[src/rtl/gpio_input_router.sv]
// gpio_input_router
// Input-direction counterpart of the GPIO output pin mux. Each of the 38 caravel
// pads is synchronised (two flops), optionally debounced, then delivered only to
// the team design selected for that pin. Every other design sees 0 on that pin.
// Sticky rise/fall flags per pin feed the wishbone-side register block.
//
// Optional feature macro: GPIO_IN_DEBOUNCE_EN
//   defined   -> per-pin 8-bit stability counter plus filtered level register
//   undefined -> filtered level is the synchroniser output
module gpio_input_router #(
    parameter int NUM_TEAMS       = 12,
    parameter int DEBOUNCE_CYCLES = 4
) (
    input  logic                          clk,
    input  logic                          nrst,
    input  logic [37:0]                   io_in,
    input  logic [31:0]                   pin_0to7_sel,
    input  logic [31:0]                   pin_8to15_sel,
    input  logic [31:0]                   pin_16to23_sel,
    input  logic [31:0]                   pin_24to31_sel,
    input  logic [23:0]                   pin_32to37_sel,
    input  logic [37:0]                   edge_clr,
    output logic [38*(NUM_TEAMS+1)-1:0]   designs_gpio_in_flat,
    output logic [37:0]                   pin_level,
    output logic [37:0]                   pin_rise,
    output logic [37:0]                   pin_fall
);

    localparam int NUM_PINS    = 38;
    localparam int NUM_DESIGNS = NUM_TEAMS + 1;
    localparam int FLAT_W      = NUM_PINS * NUM_DESIGNS;

    // All per-pin selects packed so pin p lives at [4p+3:4p].
    logic [4*NUM_PINS-1:0] sel_all;
    assign sel_all = {pin_32to37_sel, pin_24to31_sel, pin_16to23_sel,
                      pin_8to15_sel, pin_0to7_sel};

    logic [NUM_PINS-1:0] sync1_q;
    logic [NUM_PINS-1:0] sync2_q;
    logic [NUM_PINS-1:0] filtered;
    logic [NUM_PINS-1:0] prev_q;
    logic [NUM_PINS-1:0] rise_q;
    logic [NUM_PINS-1:0] fall_q;
    logic [NUM_PINS-1:0] rise_evt;
    logic [NUM_PINS-1:0] fall_evt;
    logic [FLAT_W-1:0]   route_d;
    logic [FLAT_W-1:0]   route_q;

    // Two-flop synchroniser for the asynchronous pad inputs.
    always_ff @(posedge clk or negedge nrst) begin
        if (!nrst) begin
            sync1_q <= '0;
            sync2_q <= '0;
        end else begin
            sync1_q <= io_in;
            sync2_q <= sync1_q;
        end
    end

`ifdef GPIO_IN_DEBOUNCE_EN
    localparam logic [7:0] DB_LAST = 8'(DEBOUNCE_CYCLES - 1);

    logic [7:0]          db_cnt [NUM_PINS];
    logic [NUM_PINS-1:0] filt_q;

    // Filtered level only follows sync after DEBOUNCE_CYCLES consecutive
    // disagreeing samples; any agreeing sample restarts the count.
    always_ff @(posedge clk or negedge nrst) begin
        if (!nrst) begin
            filt_q <= '0;
            for (int p = 0; p < NUM_PINS; p++) begin
                db_cnt[p] <= '0;
            end
        end else begin
            for (int p = 0; p < NUM_PINS; p++) begin
                if (sync2_q[p] == filt_q[p]) begin
                    db_cnt[p] <= '0;
                end else if (db_cnt[p] == DB_LAST) begin
                    filt_q[p] <= sync2_q[p];
                    db_cnt[p] <= '0;
                end else begin
                    db_cnt[p] <= db_cnt[p] + 8'd1;
                end
            end
        end
    end

    assign filtered = filt_q;
`else
    assign filtered = sync2_q;
`endif

    assign pin_level = filtered;

    // Route each pin to the single design named by its select; selects above
    // NUM_TEAMS match no design, so the pin is delivered nowhere.
    always_comb begin
        route_d = '0;
        for (int t = 0; t < NUM_DESIGNS; t++) begin
            for (int p = 0; p < NUM_PINS; p++) begin
                if (int'(sel_all[4*p +: 4]) == t) begin
                    route_d[NUM_PINS*t + p] = filtered[p];
                end
            end
        end
    end

    // Routed output is registered so a select change lands one cycle later.
    always_ff @(posedge clk or negedge nrst) begin
        if (!nrst) begin
            route_q <= '0;
        end else begin
            route_q <= route_d;
        end
    end

    assign designs_gpio_in_flat = route_q;

    assign rise_evt = filtered & ~prev_q;
    assign fall_evt = ~filtered & prev_q;

    // Sticky edge flags; a new event outranks a clear arriving in the same cycle.
    always_ff @(posedge clk or negedge nrst) begin
        if (!nrst) begin
            prev_q <= '0;
            rise_q <= '0;
            fall_q <= '0;
        end else begin
            prev_q <= filtered;
            rise_q <= rise_evt | (rise_q & ~edge_clr);
            fall_q <= fall_evt | (fall_q & ~edge_clr);
        end
    end

    assign pin_rise = rise_q;
    assign pin_fall = fall_q;

endmodule

[config.mk]
export PLATFORM = sky130hd
export DESIGN_NAME = gpio_input_router
export DESIGN_NICKNAME = d
export VERILOG_FILES = /design/src/rtl/gpio_input_router.sv
export SDC_FILE = /design/constraint.sdc
export NUM_CORES = 1
export LEC_CHECK = 0
export ABC_AREA = 1
export BUFFER_PORTS_ARGS = -buffer_cell sky130_fd_sc_hd__buf_2
export CORE_AREA = 2 2 331 333
export DETAILED_ROUTE_END_ITERATION = 8
export DIE_AREA = 0 0 333 335
export GPL_ROUTABILITY_DRIVEN = 0
export RECOVER_POWER = 100
export SYNTH_ARGS = -nofsm -noshare
export SYNTH_HDL_FRONTEND = slang
export SYNTH_SLANG_ARGS = --single-unit
[constraint.sdc]
create_clock -name clk -period 1 [get_ports clk]
set_input_delay 0.2 -clock clk [delete_from_list [all_inputs] [get_ports clk]]
set_output_delay 0.2 -clock clk [all_outputs]
set_load 0.05 [all_outputs]
==> results.tsv <==
metric	value	unit
Final Non-Filler Cells	4927	
failing checks	setup timing	
Final Hold Fails	0	
nets	3670	
htree depth	3	
crit path capture type	output pin	
Netlist cell types	8	
dominant cells by area after synthesis	dfrtp_1, nor2_1, nand2_1	
vias	19720	
final setup margin	-510	ps
Final Max Slew Viols	0	
largest net degree at the start of global routing	57	
total CTS buffers	78	
footprint of the multi-input gates	0.00513	mm²
first-pass detailed-route iteration total	5	
first-pass GRT wire length	130000	µm
EDFF count, synth	0	
standard-cell rows	121	
CTS max path bufs	3	
P_leak	20.5	nW
max_slew headroom	57.6	%
Die Span Y	335	µm
Worst setup SP type	flop	
DRT iter0 DRCs	943	
syn_area_per_cell	11.0	µm²
GRT Overall Usage	15.6	%
Max-Cap Viols	0	
DRC Markers	0	
Synth Register Bits	684	
ys flop type	dfrtp_1	
Worst Path Arrival	1310	ps
Worst-path clk slew	70	ps
Commonest cells post-synth	dfrtp_1, nor2_1, nand2_1, inv_1, nand3_1	
power density over cell area	1710	mW/mm²
ANT nets after route	0	
Seq. cell area	0.0172	mm²
Syn Std Cell Area	0.0229	mm²
Syn Nets	2320	
asr flop ratio synth	100	%
Setup-failing EPs final	1303	
max frequency	662	MHz
initial antenna violation count	13	
CTS tree	yes	
clk sink count	684	
crit-path max FO	1	
Post-Syn Instances	2090	
I/O pins	838	
die area	0.112	mm²
Routed wire per std cell	18.4	µm
Layout Skew	25.7	ps
most frequent cell after synthesis	dfrtp_1	
area grow syn2layout	76.1	%
Core ar.	0.108	mm²
dpl hpwl	65000	µm
min Tclk post-route	1510	ps
GRT overflow	0	
Required @ worst endpoint	800	ps
Worst VDD drop	1.18	mV
Hold Path Class	input port to flop	
detailed-route vias per instance	4.00	
worst skew pair latency	630	ps
sequential area share after synthesis	74.7	%
initial core utilization	21.2	%
PortBufs	837	
post-synth top area cell	dfrtp_1	
final wirelength	90500	µm
number of global-route vias before repair	20864	
RSZ-0062 raised after global routing	yes	
total power	69.1	mW
placed instance area	0.0303	mm²
Setup TNS	-294850	ps
placed insts	4461	
die width	333	µm
share of cells above drive strength 1	37.0	%
share of the synthesized area in the top cell type	74.7	%
CTS root buffer	clkbuf_16	
Filler Cells Inserted	10132	
critical path type	flop to output pin	
outcome	finished with violations	
Slew @ Worst Pin	637	ps
cell area after layout	0.0404	mm²
yosys warns	0	
final worst path period share	151	%
## worst paths after layout
path	cells past startpoint	endpoint	from	slack [ps]
worst max-delay path	2	designs_gpio_in_flat[345]	designs_gpio_in_flat[345]	-510
worst min-delay path	5	designs_gpio_in_flat[317]	pin_8to15_sel[21]	50
worst max register to register	3	designs_gpio_in_flat[430]	pin_level[12]	-230
worst min register to register	0	pin_level[5]	sync1_q[5]	340
max in group asynchronous	4	designs_gpio_in_flat[17]	nrst	-190
min in group asynchronous	3	designs_gpio_in_flat[277]	nrst	460
## logic make-up after synthesis
kind of cell	Yosys count	synth area share (%)
simple gates	1102	20.1
flops	684	74.7
buf+inv	266	4.36
compound gates	38	0.830
## cell usage in the layout, fill, tap and decap left out, types with 3 or more instances in the layout
master          instances
dfrtp_1               638
buf_6                 633
nor2_1                465
nand2_1               408
inv_1                 266
dlygate4sd3_1         246
buf_2                 169
buf_4                 123
nand3_1                97
clkbuf_16              81
nor2_2                 62
dfrtp_2                45
nand3_2                41
clkbuf_1               34
buf_12                 33
o21ai_0                30
clkbuf_2               22
dlymetal6s4s_1         16
nand3_4                14
clkinv_2               13
bufinv_16              13
clkbuf_4               11
diode_2                 9
clkbuf_8                9
nand2_2                 7
o21ai_1                 7
nor2_4                  5
nand2_4                 3
inv_6                   3
clkinvlp_4              3
## metrics by stage
step | hold WS, ps | setup slack (ps) | util (%)
global route | 20.4 | -605 | 37.3
global placement | 274 | -252 | 28.1
floorplan | -95.6 | 130 | -
finish | 46.3 | -510 | 37.3
detailed placement | 277 | -256 | 28.1
CTS | 26.5 | -603 | 36.9
## per-layer routing
layer	GRT usage, %	share of wire, %
met2	26.1	49
met5	0	0.029
met3	6.28	9.4
met1	17.2	37
met4	7.59	5.0
## power by group
part | total, mW | internal, mW | switching, mW
sequential | 29.1 | 28.5 | 0.547
clock | 30.8 | 19.0 | 11.8
combinational | 9.20 | 3.43 | 5.77
## flip-flops by register name (all words and copies together) (netlist names)
| register | count |
|---|---|
| pin_level | 38 |
| pin_fall | 38 |
| prev_q | 38 |
| designs_gpio_in_flat | 494 |
| pin_rise | 38 |
| sync1_q | 38 |
## final cells by class
class                      count  share of cell area (%)
inverter                     266                    2.47
multi-input combinational   1140                    12.7
clock buffer                 107                    5.49
sequential                   684                    42.6
timing repair buffer        1270                    30.9
tap                         1414                    4.38
clock inverter                37                    1.40
antenna                        9                  0.0558
## what timing repair did
action / 4_1_cts / 5_1_grt
hold buffers: 273 / 7
cloned: 0 / 0
endpoints found under the setup margin: 614 / 804
pin swaps: 3 / 34
gates resized for setup: 1211 / 206
buffers inserted: 41 / 30
hold endpoints to repair: 1282 / 55
## critical path: stages (launching register included)
cell     delay [ps]
dfrtp_1         400
buf_12          140
buf_12          140
No activity file was read; power rests on OpenSTA's default activity.
